==> src/rtl/mapper_pkg.sv <==
// mapper_pkg: mapper codes, FSM/matcher states, bank-switch trigger addresses and the GM2 title string.
// Shared by rom_mapper_detect and mapper_sig_match; GM2 search is built only with MAPPER_DETECT_GM2_EN.
package mapper_pkg;
  typedef enum logic [2:0] {
    MAP_UNKNOWN, MAP_NONE, MAP_GM2, MAP_KONAMI, MAP_SCC, MAP_ASCII8, MAP_ASCII16
  } mapper_t;
  typedef enum logic [1:0] {M0, M1, M2} match_t;
  typedef enum logic [1:0] {IDLE, SCAN, DECIDE} fsm_t;
  localparam logic [7:0] OP_LD = 8'h32;
  localparam logic [15:0] KON_0 = 16'h4000, KON_1 = 16'h8000, KON_2 = 16'hA000;
  localparam logic [15:0] SCC_0 = 16'h5000, SCC_1 = 16'h9000, SCC_2 = 16'hB000;
  localparam logic [15:0] A8_0 = 16'h6800, A8_1 = 16'h7800, A16_0 = 16'h77FF;
  localparam logic [15:0] BOTH_0 = 16'h6000, BOTH_1 = 16'h7000;
  localparam int GM2_LEN = 13;
  localparam logic [8*GM2_LEN-1:0] GM2_STR = "GAME MASTER 2";
  function automatic logic [7:0] gm2_char(input logic [3:0] i);
    return GM2_STR[8*(GM2_LEN-1-int'(i)) +: 8];
  endfunction
endpackage

==> src/rtl/mapper_sig_match.sv <==
// mapper_sig_match: LD (nn),A matcher and trigger-address classifier, one-cycle hit pulses
// (konami, scc, ascii8, ascii16). MAPPER_DETECT_GM2_EN adds the "GAME MASTER 2" string search.
module mapper_sig_match
  import mapper_pkg::*;
(
  input  logic        clk21m,
  input  logic        reset,
  input  logic        clr,
  input  logic        en,
  input  logic        wr,
  input  logic [26:0] addr,
  input  logic [7:0]  dout,
  output logic [3:0]  hit,
  output logic        gm2_hit
);
  match_t m_q, m_d, ms;
  logic [7:0] lo_q, lo_d;
  logic [26:0] last_q, last_d;
  logic [15:0] a;
  logic seq, strobe, score;
  always_comb begin
    strobe = en & wr;
    seq = addr == last_q + 27'd1;
    ms = seq ? m_q : M0;
    a = {dout, lo_q};
    score = strobe & (ms == M2);
    m_d = clr ? M0 : !strobe ? m_q : ms == M0 ? (dout == OP_LD ? M1 : M0) : ms == M1 ? M2 : M0;
    lo_d = clr ? 8'd0 : (strobe & (ms == M1)) ? dout : lo_q;
    last_d = clr ? 27'd0 : strobe ? addr : last_q;
    hit[0] = score & (a == KON_0 | a == KON_1 | a == KON_2);
    hit[1] = score & (a == SCC_0 | a == SCC_1 | a == SCC_2);
    hit[2] = score & (a == A8_0 | a == A8_1 | a == BOTH_0 | a == BOTH_1);
    hit[3] = score & (a == A16_0 | a == BOTH_0 | a == BOTH_1);
  end
  always_ff @(posedge clk21m or posedge reset)
    if (reset) begin
      m_q <= M0;
      lo_q <= 8'd0;
      last_q <= 27'd0;
    end else begin
      m_q <= m_d;
      lo_q <= lo_d;
      last_q <= last_d;
    end
`ifdef MAPPER_DETECT_GM2_EN
  logic [3:0] gidx_q, gidx_d, gi;
  logic gmatch;
  // a mismatching 'G' may itself start a new title match
  always_comb begin
    gi = seq ? gidx_q : 4'd0;
    gmatch = dout == gm2_char(gi);
    gidx_d = clr ? 4'd0 : !strobe ? gidx_q :
             gmatch ? (gi == 4'(GM2_LEN-1) ? 4'd0 : gi + 4'd1) : {3'd0, dout == "G"};
    gm2_hit = strobe & gmatch & (gi == 4'(GM2_LEN-1));
  end
  always_ff @(posedge clk21m or posedge reset)
    if (reset) gidx_q <= 4'd0;
    else gidx_q <= gidx_d;
`else
  assign gm2_hit = 1'b0;
`endif
endmodule

==> src/rtl/rom_mapper_detect.sv <==
// rom_mapper_detect: passive slot-A ROM download snooper classifying the cartridge mapper.
// Define MAPPER_DETECT_GM2_EN to enable the GAME MASTER 2 title override.
module rom_mapper_detect
  import mapper_pkg::*;
#(
  parameter int          CNT_W       = 8,
  parameter logic [26:0] NOMAP_LIMIT = 27'h10000,
  parameter int          MIN_HITS    = 2
) (
  input  logic        clk21m,
  input  logic        reset,
  input  logic        ioctl_download,
  input  logic        scan_en,
  input  logic        ioctl_wr,
  input  logic [26:0] ioctl_addr,
  input  logic [7:0]  ioctl_dout,
  output logic [2:0]  mapper_info,
  output logic        detect_valid,
  output logic        busy
);
  fsm_t state_q, state_d;
  mapper_t map_q, map_d, best_code;
  logic [3:0][CNT_W-1:0] cnt_q, cnt_d;
  logic [CNT_W-1:0] best_cnt;
  logic [26:0] max_q, max_d;
  logic [3:0] hit;
  logic [1:0] bi;
  logic valid_q, valid_d, busy_q, busy_d, gm2_q, gm2_d, gm2_hit, clr, en;
  mapper_sig_match u_match (
    .clk21m (clk21m),
    .reset  (reset),
    .clr    (clr),
    .en     (en),
    .wr     (ioctl_wr),
    .addr   (ioctl_addr),
    .dout   (ioctl_dout),
    .hit    (hit),
    .gm2_hit(gm2_hit)
  );
  always_comb begin
    state_d = state_q;
    map_d = map_q;
    valid_d = valid_q;
    busy_d = busy_q;
    clr = 1'b0;
    en = state_q == SCAN;
    // strict '>' keeps the earlier counter on ties: Konami, SCC, ASCII8, ASCII16
    best_cnt = cnt_q[0];
    bi = 2'd0;
    for (int i = 1; i < 4; i++)
      if (cnt_q[i] > best_cnt) begin
        best_cnt = cnt_q[i];
        bi = 2'(i);
      end
    best_code = mapper_t'(3'(MAP_KONAMI) + {1'b0, bi});
    case (state_q)
      IDLE:
        if (ioctl_download & scan_en) begin
          state_d = SCAN;
          clr = 1'b1;
          busy_d = 1'b1;
          valid_d = 1'b0;
        end
      SCAN:
        if (!ioctl_download) state_d = DECIDE;
        else if (!scan_en) begin
          state_d = IDLE;
          busy_d = 1'b0;
          valid_d = 1'b0;
        end
      DECIDE: begin
        state_d = IDLE;
        busy_d = 1'b0;
        valid_d = 1'b1;
        map_d = gm2_q ? MAP_GM2 : max_q < NOMAP_LIMIT ? MAP_NONE :
                best_cnt >= CNT_W'(MIN_HITS) ? best_code : MAP_UNKNOWN;
      end
      default: state_d = IDLE;
    endcase
    for (int i = 0; i < 4; i++)
      cnt_d[i] = clr ? '0 : (hit[i] & ~&cnt_q[i]) ? cnt_q[i] + 1'b1 : cnt_q[i];
    max_d = clr ? 27'd0 : (en & ioctl_wr & (ioctl_addr > max_q)) ? ioctl_addr : max_q;
    gm2_d = clr ? 1'b0 : gm2_q | gm2_hit;
  end
  always_ff @(posedge clk21m or posedge reset)
    if (reset) begin
      state_q <= IDLE;
      map_q <= MAP_UNKNOWN;
      valid_q <= 1'b0;
      busy_q <= 1'b0;
      cnt_q <= '0;
      max_q <= 27'd0;
      gm2_q <= 1'b0;
    end else begin
      state_q <= state_d;
      map_q <= map_d;
      valid_q <= valid_d;
      busy_q <= busy_d;
      cnt_q <= cnt_d;
      max_q <= max_d;
      gm2_q <= gm2_d;
    end
  assign mapper_info = map_q;
  assign detect_valid = valid_q;
  assign busy = busy_q;
endmodule

==> config.mk <==
export PLATFORM = sky130hd
export DESIGN_NAME = rom_mapper_detect
export DESIGN_NICKNAME = d
export VERILOG_FILES = /design/src/rtl/mapper_pkg.sv /design/src/rtl/mapper_sig_match.sv /design/src/rtl/rom_mapper_detect.sv
export SDC_FILE = /design/constraint.sdc
export NUM_CORES = 1
export LEC_CHECK = 0
export CAP_MARGIN = 40
export CORE_UTILIZATION = 50
export CTS_BUF_LIST = sky130_fd_sc_hd__clkbuf_8
export DETAILED_ROUTE_END_ITERATION = 10
export PLACE_DENSITY = 0.8
export REMOVE_ABC_BUFFERS = 1
export SLEW_MARGIN = 20
export SYNTH_ARGS = -nofsm -noshare
export SYNTH_HDL_FRONTEND = slang
export SYNTH_SLANG_ARGS = --single-unit
==> constraint.sdc <==
create_clock -name clk21m -period 14.44 [get_ports clk21m]
set_input_delay 4.332 -clock clk21m [delete_from_list [all_inputs] [get_ports clk21m]]
set_output_delay 4.332 -clock clk21m [all_outputs]
set_load 0.01 [all_outputs]
# After elaboration in Yosys (flattened, before gate mapping)
# Index checks and enable logic that the tools add are counted.
op_classes:
  addsub: 6
  n_lt_le_gt_ge: 6
  n_eq_ne: 21
  n_mux: 40
  bitwise_logic: 22
  reduce_logical: 20
op_table:
  columns: ["op", "n"]
  rows:
  - ["== test 16 x 15 -> 1 bit, second input constant", 7]
  - ["2-to-1 mux 27 bit", 4]
  - ["2-to-1 mux 8 bit", 13]
  - ["== test 16 bit, second input constant", 4]
  - ["adder 8 x 1 -> 8 bit, second input constant", 4]
  - ["AND reduction 8 bit", 4]
  - ["adder 27 x 1 -> 27 bit, second input constant", 1]
  - ["== test 27 bit", 1]
  - ["greater-than comparator 27 bit", 1]
  - ["< comparator 27 x 17 -> 1 bit, second input constant", 1]
  - ["greater-than comparator 8 bit", 3]
  - ["2-to-1 mux 2 bit", 10]
  - ["nonzero test 2 bit", 7]
  - ["AND 1 bit", 13]
  - ["bitwise OR 1 bit", 9]
  - ["== test 8 x 6 -> 1 bit, second input constant", 1]
  - [">= comparator 8 x 2 -> 1 bit, second input constant", 1]
  - ["2-to-1 mux 1 bit", 8]
  - ["2-to-1 mux 3 bit", 2]
  - ["!= test 2 bit, second input constant", 3]
  - ["case mux 1 bit (3 select lines)", 2]
  - ["== test 2 x 1 -> 1 bit, second input constant", 2]
  - ["== test 2 bit, second input constant", 2]
  - ["logical NOT 1 bit", 4]
  - ["other kinds (7)", 8]
totals:
  ff_bits: 103

# Depth between registers and ports, before layout
# Gate-level depths: netlist (run 1).
logic_depth:
  depth_word: 9
  mapped_depth: 26

# Cells and area by module
# Synthesis (run 1) repeated with hierarchy kept, for this count alone.
unflattened:
  cells_unflattened: 842
  area_unflattened_um2: 7403.4
modules_own_cells:
  columns: ["mod", "n_inst", "cells_each", "area_per_inst_um2"]
  rows:
  - ["rom_mapper_detect", 1, 508, 4713.3]
  - ["mapper_sig_match", 1, 334, 2690.1]

# Worst setup path after synthesis (run 1)
# Ideal clock, no wire load.
synth_path:
  path_kind: "input-to-reg"
  from: "input ioctl_addr[1]"
  to: "register max_q[0]"
  setup_time_ns: 0.132
  t_arrival_ns: 6.635
  t_required_ns: 14.308
  slack_ns: 7.673
  path_stages: 12
  n_path_buf: 2
  cell_sequence: "ha_1 > nor2b_1 > o21a_1 > o21ai_0 > a21oi_1 > nor3_1 > o211ai_1 > o21ai_0 > buf_1 > buf_1 > mux2i_1 > nor2_1"
synth_between:
  elab_chain_len: 3
synth_lines:
  columns: ["element", "line_no", "text"]
  rows:
  - ["from (decl)", "rom_mapper_detect.sv:15", "input logic [26:0] ioctl_addr,"]
  - ["greater-than comparator 27 bit", "rom_mapper_detect.sv:82", "max_d = clr ? 27'd0 : (en & ioctl_wr & (ioctl_addr > max_q)) ? ioctl_addr : max_q;"]
  - ["AND 1 bit", "rom_mapper_detect.sv:82", null]
  - ["nonzero test 2 bit (no source line)", null, null]
  - ["to (signal assigned)", "rom_mapper_detect.sv:100", "max_q <= max_d;"]
  - ["to (decl)", "rom_mapper_detect.sv:25", "logic [26:0] max_q, max_d;"]
# Every way passes these cells.
# A chain may end at the register's enable or synchronous reset.

# Worst setup path in the final report (run 1)
layout_path:
  from: "input ioctl_addr[10]"
  to: "register cnt_q[28] (netlist name)"
layout_between:
  elab_chain_len: 7
layout_lines:
  columns: ["element", "line_no", "text"]
  rows:
  - ["== test 27 bit", "mapper_sig_match.sv:23", "seq = addr == last_q + 27'd1;"]
  - ["2-to-1 mux 2 bit", "mapper_sig_match.sv:24", "ms = seq ? m_q : M0;"]
  - ["== test 2 bit", "mapper_sig_match.sv:26", "score = strobe & (ms == M2);"]
  - ["AND 1 bit", "mapper_sig_match.sv:26", null]
  - ["AND 1 bit", "mapper_sig_match.sv:33", "hit[3] = score & (a == A16_0 | a == BOTH_0 | a == BOTH_1);"]
  - ["AND 1 bit", "rom_mapper_detect.sv:81", "cnt_d[i] = clr ? '0 : (hit[i] & ~&cnt_q[i]) ? cnt_q[i] + 1'b1 : cnt_q[i];"]
  - ["nonzero test 2 bit (no source line)", null, null]
  - ["to (signal assigned)", "rom_mapper_detect.sv:99", "cnt_q <= cnt_d;"]
  - ["to (decl)", "rom_mapper_detect.sv:23", "logic [3:0][CNT_W-1:0] cnt_q, cnt_d;"]
# Every way passes these cells.

==> results.yml, run 1 <==
setup_path:
  path_class: "in2reg"
  regToRegSetupSlack_ns: 8.09
  slowest_stage: "or4_1"
  path_depth: 9
  r2r-end: "mapper_info[1]"
  r2r_start: "cnt_q[1]"
  startpoint: "ioctl_addr[10]"
  crit_top_cell: "or4_1"
  cpPeakStageDelay_ns: 0.61
  crit_path_start_kind: "input port"
  cp_num_buf_inv: 1
  critPathArrivalTime_ns: 7.68
  reg2reg_depth: 25
  worstPathMaxFanout: 14
  crit_path_end_kind: "flop"
  crit_chain: "clkdlybuf4s50_1, or4_1, o211a_1, o31ai_1, o21ai_1, a2111oi_2, nand2b_1, or4_1, a21oi_1"
  critPathTopFamily: "simple AND/OR/NAND/NOR gates"
  crit_path_end: "cnt_q[28]"
  crit_required_ns: 14.74
yosys:
  synth_flop_cell: "dfrtp_1"
  synth_seq_area_share_pct: 36.0
  syn_avg_cell_area_sq_um: 8.75
  ys_ff_latch: 103
  netlist_instances: 819
  syn_area_sq_mm: 0.00717
  yosysUniqueCellTypes: 61
  synth_warnings: 0
  synth-edff-count: 0
  postSynth.asyncResetShare_pct: 100
clock_tree:
  cts_hold_buf: 0
  clock-sinks: 103
  cts_tree: "built"
  clk_pin_slew_ns: 0.09
  cts_root_buf: "clkbuf_8"
  cts_resized: 0
  post_cts_buffers: 0
  htreeDepth: 3
  cts_buffer_depth: 2
  clk_latency_ns: 0.39
  cts_buffers: 9
finish:
  final_util_pct: 57.5
  synthToLayoutAreaGrowth_pct: 11.8
  fillCellCount: 1262
  drive_gt1_share_pct: 5.01
  antennaDiodeCount: 0
  final_area_sq_mm: 0.00801
  nets: 955
run:
  max_cap_violations: 0
timing:
  fin_crit_sh_pct: 51.1
  fin_setup_tns_ns: 0
  tightest_slew_ns: 0.725
  setup_viol: 0
  finalHoldViolCount: 0
  period_minus_slack_ns: 7.37
  slew_headroom_pct: 51.4
  grt_setup_unrepaired: "no"
  slew_viol_final: 0
  clock.fmax_mhz: 136
  fin_worst_skew_ns: 0.0174
die:
  die_area_sq_mm: 0.0148
  row_count: 43
  fp.coreArea_sq_mm: 0.0139
  die_w_microns: 122
  boundaryPins: 45
  initial_core_util_pct: 51.4
  die-height_microns: 122
global_route:
  overflow: 0
  grt_pass1_vias: 5774
  antenna_found_initial: 1
  grt_max_degree: 56
  grt_use_total_pct: 23.8
  grt_pass1_wl_mm: 28.0
detailed_routing:
  num_vias: 5991
  routedWlPerCell_microns: 15.9
  viasPerCell: 5.77
  drt-pass1-iter-count: 5
  ant_nets: 0
  first_iter_violations: 402
  wirelength_mm: 16.5
  drc: 0
power_and_ir_drop:
  p_leak_nw: 3.70
  powerDensity_mw_per_mm2: 121
  irDropWorstVdd_uv: 53.4
hold_path:
  hp-class: "reg2reg"
placed_design:
  dp_hpwl_mm: 12.3
  io_buffer_count: 44
  place_area_sq_mm: 0.00785
  gp_congestion: 0.876
status:
  status: "complete, no violations"
-- per-stage QoR --
stage               worst slack (ns)  hold WS, ns  cells  power [mW]
global placement                6.48        0.499   1018       0.792
global route                    6.89        0.556   1038        1.05
finish                          7.07        0.518   1038       0.973
detailed placement              6.70        0.507   1023       0.812
floorplan                       5.73        0.489    789       0.688
CTS                             7.11        0.527   1038       0.979
-- how the worst min path moves through the flow --
stage                       from           end  slack, ns  cells after the start
floorplan              max_q[10]     max_q[10]       0.49                      2
global placement    detect_valid  detect_valid       0.50                      1
detailed placement  detect_valid  detect_valid       0.51                      1
CTS                 detect_valid  detect_valid       0.53                      1
global route        detect_valid  detect_valid       0.56                      1
finish              detect_valid  detect_valid       0.52                      1
-- synthesized netlist by cell type (12+ instances only) --
cell | number | share of area (%)
nor3_1 | 25 | 1.7
nand4_1 | 22 | 1.9
dfrtp_1 | 103 | 36
xor2_1 | 12 | 1.5
o21ai_0 | 20 | 1.4
a21oi_1 | 58 | 4.1
inv_1 | 61 | 3.2
nand3_1 | 31 | 2.2
ha_1 | 61 | 11
nand2_1 | 92 | 4.8
nor2_1 | 79 | 4.1
clkbuf_1 | 20 | 1.0
mux2i_1 | 56 | 7.8
xnor2_1 | 34 | 4.2
-- placed cells by master (no fill, tap or decap), types with 6 or more instances in the layout --
cell,n
o21ai_0,19
nand4_1,22
ha_1,61
a21oi_1,58
nor2_1,79
o31ai_1,7
dfrtp_1,103
mux2i_1,56
or4_1,7
nor3_1,25
xnor2_1,34
clkbuf_8,10
clkdlybuf4s50_1,44
nand3_1,31
inv_1,62
nor4_1,8
xor2_1,12
nor2b_1,8
o211ai_1,7
or3_1,9
nand2_1,92
mux2_2,6
-- area by class of cell --
| cell class | instances | area [sq um] | area share, % |
|---|---|---|---|
| multi-input combinational | 625 | 4240 | 53.0 |
| clock inverter | 5 | 27.5 | 0.344 |
| sequential | 103 | 2580 | 32.2 |
| clock buffer | 10 | 138 | 1.72 |
| tap | 180 | 225 | 2.81 |
| timing repair buffer | 54 | 569 | 7.10 |
| inverter | 61 | 231 | 2.89 |
-- kinds of logic (layout without fill, tap and decap cells) --
family	Yosys count	after routing	share of synthesized area, %
mux	62	62	8.76
buf+inv	91	130	4.99
simple gates	316	316	21.7
flops	103	103	36.0
compound gates	140	140	12.3
fa+ha+maj	61	61	10.6
xor+xnor	46	46	5.62
-- flip-flops by register name (all words and copies together), names as in the netlist, 2 cells and up --
name / count
u_match.last_q: 27
u_match.m_q: 2
cnt_q: 32
u_match.lo_q: 8
max_q: 27
mapper_info: 3
state_q: 2
-- power breakdown --
part	internal (mW)	leakage, nW	switching, mW
logic	0.170	2.22	0.208
clock network	0.0650	0.0868	0.100
registers	0.358	1.40	0.0727
total	0.592	3.70	0.381
-- metal layers --
metal	track usage (%)	up-vias	routed length [microns]
met5	0	-	0
met1	29.7	2914	7400
met4	5.40	0	148
li1	-	2961	-
met2	42.2	105	8290
met3	4.78	11	628
Power figures use the tool's default switching activity.
==> inputs of run 2 (changes only) <==
- clock period: 14.44 -> 6.9 ns (I/O delays scaled with it)
==> results.yml, run 2 (synthesis results as in run 1) <==
status:
  status: "complete, no violations"
finish:
  fillCellCount: 1234
  seqCellArea_sq_mm: 0.00258
  synthToLayoutAreaGrowth_pct: 12.5
  top_register: "cnt_q"
  drive_gt1_share_pct: 5.47
  nets: 956
  multi_input_area_sq_mm: 0.00424
  antennaDiodeCount: 0
  layout_commonest_cell: "dfrtp_1"
  layout_common_cells: "dfrtp_1 (103), nand2_1 (92), nor2_1 (79)"
  reg.largest.list: "cnt_q x32, max_q x27, u_match.last_q x27"
  final_cells: 1040
  largest_reg_flops: 32
global_route:
  antenna_found_initial: 0
  overflow: 0
  grt_busiest_layer: "met2"
  grtUsageMet3_pct: 4.92
  grtUsageMet1_pct: 28.9
  grt_max_degree: 49
  grt_use_total_pct: 23.7
  met2_usage_pct: 41.7
  grt_pass1_wl_mm: 27.7
  grt_pass1_vias: 5920
clock_tree:
  cts_buffer_depth: 2
  clk_latency_ns: 0.40
  cts_resized: 0
  clock-sinks: 103
  cts_root_buf: "clkbuf_8"
  clk_pin_slew_ns: 0.09
  cts_hold_buf: 0
  cts_buffers: 9
  post_cts_buffers: 0
  cts_tree: "built"
  htreeDepth: 3
timing:
  fin_crit_sh_pct: 81.0
  slew_viol_final: 0
  setup_viol: 0
  slew_headroom_pct: 55.4
  fin_worst_skew_ns: 0.0154
  clock.fmax_mhz: 179
  finalHoldViolCount: 0
  fin_setup_tns_ns: 0
  grt_setup_unrepaired: "no"
  period_minus_slack_ns: 5.59
  tightest_slew_ns: 0.663
detailed_routing:
  drc: 0
  drt-pass1-iter-count: 5
  wirelength_mm: 16.5
  num_vias: 5991
  routedWlPerCell_microns: 15.8
  viasPerCell: 5.76
  ant_nets: 0
  first_iter_violations: 432
placed_design:
  dp_hpwl_mm: 12.1
  placed_cells: 1024
  gp_congestion: 0.865
  io_buffer_count: 44
power_and_ir_drop:
  swShare_pct: 38.3
  power_switching_uw: 799
  seq_power_share_pct: 43.3
  combinationalPowerShare_pct: 37.4
  p_leak_nw: 3.72
  p_clk_share_pct: 19.3
  irDropWorstVdd_uv: 118
  powerDensity_mw_per_mm2: 259
  internal_power_mw: 1.29
setup_path:
  slowest_stage: "dfrtp_1"
  worstPathMaxFanout: 10
  path_class: "reg2reg"
  cp_num_buf_inv: 3
  critPathArrivalTime_ns: 5.88
  crit_required_ns: 7.19
  critPathTopFamily: "compound AO/OA/AOI/OAI gates"
  cpPeakStageDelay_ns: 0.45
  crit_top_cell: "ha_1"
  crit_path_start_kind: "flop"
  crit_path_end_kind: "flop"
die:
  boundaryPins: 45
  die_area_sq_mm: 0.0148
  die-height_microns: 122
  row_count: 43
  initial_core_util_pct: 51.4
  die_w_microns: 122
  fp.coreArea_sq_mm: 0.0139
hold_path:
  hp-class: "reg2reg"
run:
  max_cap_violations: 0
## run 2: final timing paths
check                      slack [ns]  cells after the start    startpoint                 to
setup / recovery                 1.31                     26      cnt_q[1]     mapper_info[1]
hold / removal                   0.52                      1  detect_valid       detect_valid
setup reg to reg                 1.31                     26      cnt_q[1]     mapper_info[1]
hold reg to reg                  0.52                      1  detect_valid       detect_valid
max in group asynchronous        4.19                      3         reset           max_q[9]
min in group asynchronous        2.04                      2         reset  u_match.last_q[0]
## run 2: power by group through the flow
| stage | Sequential [mW] | Combinational [mW] | Clock, mW |
|---|---|---|---|
| 3_3_place_gp | 0.905 | 0.745 | 0 |
| 2_1_floorplan | 0.876 | 0.565 | 0 |
| 4_1_cts | 0.901 | 0.788 | 0.415 |
| 3_5_place_dp | 0.911 | 0.786 | 0 |
| 6_report | 0.904 | 0.780 | 0.403 |
| 5_1_grt | 0.928 | 0.887 | 0.438 |
## run 2: area by class of cell
| class | count | area share (%) |
|---|---|---|
| clock buffers | 11 | 1.88 |
| clock inverters | 5 | 0.698 |
| inverters | 61 | 2.87 |
| multi-input cells | 625 | 52.6 |
| flip-flops and latches | 103 | 32.0 |
| well taps | 180 | 2.79 |
| repair buffers | 55 | 7.14 |
## run 2: through the flow
stage | utilization (%) | setup slack, ns | power [mW] | hold slack, ns | instance area (sq um)
finish | 57.9 | 1.31 | 2.09 | 0.518 | 8060
global route | 57.9 | 0.901 | 2.25 | 0.540 | 8060
floorplan | - | 0.449 | 1.44 | 0.489 | 7040
detailed placement | 56.4 | 1.41 | 1.70 | 0.503 | 7850
CTS | 57.9 | 1.35 | 2.10 | 0.525 | 8060
global placement | 55.8 | 1.58 | 1.65 | 0.501 | 7780
## run 2: metal layers
metal	up-vias	share of wire (%)
met1	2899	45
met4	0	1.8
li1	2963	-
met5	-	0
met2	108	50
met3	21	3.6
==> inputs of run 3 (changes only) <==
- PLACE_DENSITY: 0.8 -> 0.83
- clock period: 6.9 -> 4.6 ns (I/O delays scaled with it)
==> results.yml, run 3 (synthesis results as in run 1) <==
timing:
  clock.fmax_mhz: 184
  fin_worst_skew_ns: 0.0120
  fin_crit_sh_pct: 118
  slew_viol_final: 0
  period_minus_slack_ns: 5.42
  hold_slack_ns: 0.517
  finalHoldViolCount: 0
  slew_headroom_pct: 48.7
  fin_setup_tns_ns: -2.19
  grt_setup_unrepaired: "yes"
  tightest_slew_ns: 0.770
  setup_viol: 3
  fin_ws_ns: -0.825
global_route:
  antenna_found_initial: 0
  grt_pass1_vias: 6177
  grt_use_total_pct: 25.4
  overflow: 0
  grt_pass1_wl_mm: 29.4
  grt_max_degree: 59
setup_path:
  critPathTopFamily: "compound AO/OA/AOI/OAI gates"
  startpoint: "cnt_q[1]"
  crit_path_end_kind: "flop"
  critPathArrivalTime_ns: 5.72
  crit_path_end: "mapper_info[1]"
  r2r-end: "mapper_info[1]"
  path_depth: 26
  reg2reg_depth: 26
  path_class: "reg2reg"
  r2r_start: "cnt_q[1]"
  crit_top_cell: "ha_1"
  regToRegSetupSlack_ns: -0.82
  cpPeakStageDelay_ns: 0.44
  crit_path_start_kind: "flop"
  worstPathMaxFanout: 7
  crit_required_ns: 4.90
  cp_num_buf_inv: 7
  slowest_stage: "mux2i_1"
status:
  status: "finished, violations left"
  failed_checks: "negative setup slack"
hold_path:
  holdPathStages: 1
  hp-class: "reg2reg"
clock_tree:
  clk_pin_slew_ns: 0.10
  cts_root_buf: "clkbuf_8"
  cts_buffer_depth: 2
  cts_buffers: 9
  cts_hold_buf: 0
  clock-sinks: 103
  clk_latency_ns: 0.39
  cts_tree: "built"
  htreeDepth: 3
power_and_ir_drop:
  irDropWorstVdd_uv: 184
  p_leak_nw: 4.05
  seq_power_share_pct: 43.3
  internal_power_mw: 1.91
  swShare_pct: 38.8
  power_switching_mw: 1.21
  p_clk_share_pct: 18.6
  powerDensity_mw_per_mm2: 353
  finalPower_mw: 3.12
  combinationalPowerShare_pct: 38.0
placed_design:
  io_buffer_count: 44
  dp_hpwl_mm: 12.9
  gp_congestion: 0.933
  place_area_sq_mm: 0.00815
finish:
  antennaDiodeCount: 0
  nets: 1016
  largest_reg_flops: 32
  top_register: "cnt_q"
  layout_common_cells: "dfrtp_1 (103), nand2_1 (92), nor2_1 (76)"
  fillCellCount: 1117
  final_util_pct: 63.4
  reg.largest.list: "cnt_q x32, max_q x27, u_match.last_q x27"
  layout_commonest_cell: "dfrtp_1"
  synthToLayoutAreaGrowth_pct: 23.3
  final_area_sq_mm: 0.00884
  drive_gt1_share_pct: 15.8
detailed_routing:
  routedWlPerCell_microns: 17.9
  num_vias: 6544
  first_iter_violations: 448
  wirelength_mm: 19.7
  drc: 0
  ant_nets: 0
  viasPerCell: 5.95
  drt-pass1-iter-count: 4
die:
  boundaryPins: 45
  die_area_sq_mm: 0.0148
  die_w_microns: 122
  row_count: 43
  initial_core_util_pct: 51.4
  die-height_microns: 122
  fp.coreArea_sq_mm: 0.0139
run:
  max_cap_violations: 0
[run 3: metal layers]
layer  GRT usage [%]  vias to the layer above  routed length, microns
li1                -                     3091                       -
met5               0                        -                       0
met3            5.29                       71                     981
met2            43.6                      236                    9950
met4            11.4                        0                     890
met1            30.4                     3146                    7870
[run 3: timing repair]
item	in CTS	in global routing
gates resized for setup	21	44
endpoints found under the setup margin	3	3
pin swaps	11	27
buffers inserted	7	7
[run 3: cell type report]
cell class | instances | area, sq um | share of cell area (%)
Multi-Input combinational cell | 625 | 4590 | 51.9
Sequential cell | 103 | 2580 | 29.2
Tap cell | 180 | 225 | 2.55
Clock buffer | 9 | 124 | 1.40
Timing Repair Buffer | 115 | 1030 | 11.6
Inverter | 61 | 231 | 2.62
Clock inverter | 7 | 65.1 | 0.736
[run 3: power groups by stage]
| stage | combinational, mW | clock (mW) | sequential (mW) |
|---|---|---|---|
| after floorplan | 0.847 | 0 | 1.31 |
| after global placement | 1.12 | 0 | 1.36 |
| after detailed placement | 1.17 | 0 | 1.36 |
| after CTS | 1.18 | 0.590 | 1.35 |
| after global routing | 1.34 | 0.631 | 1.38 |
| final | 1.19 | 0.582 | 1.35 |
[run 3: per-stage QoR]
step,instances,setup slack [ns]
floorplan,789,-1.16
global placement,1069,-0.376
detailed placement,1070,-0.629
CTS,1092,-0.405
global route,1100,-0.972
finish,1100,-0.825
[run 3: worst min path at each step]
| stage | from | to | slack, ns |
|---|---|---|---|
| floorplan | max_q[10] | max_q[10] | 0.49 |
| global placement | detect_valid | detect_valid | 0.50 |
| detailed placement | detect_valid | detect_valid | 0.50 |
| CTS | detect_valid | detect_valid | 0.53 |
| global route | detect_valid | detect_valid | 0.55 |
| finish | detect_valid | detect_valid | 0.52 |
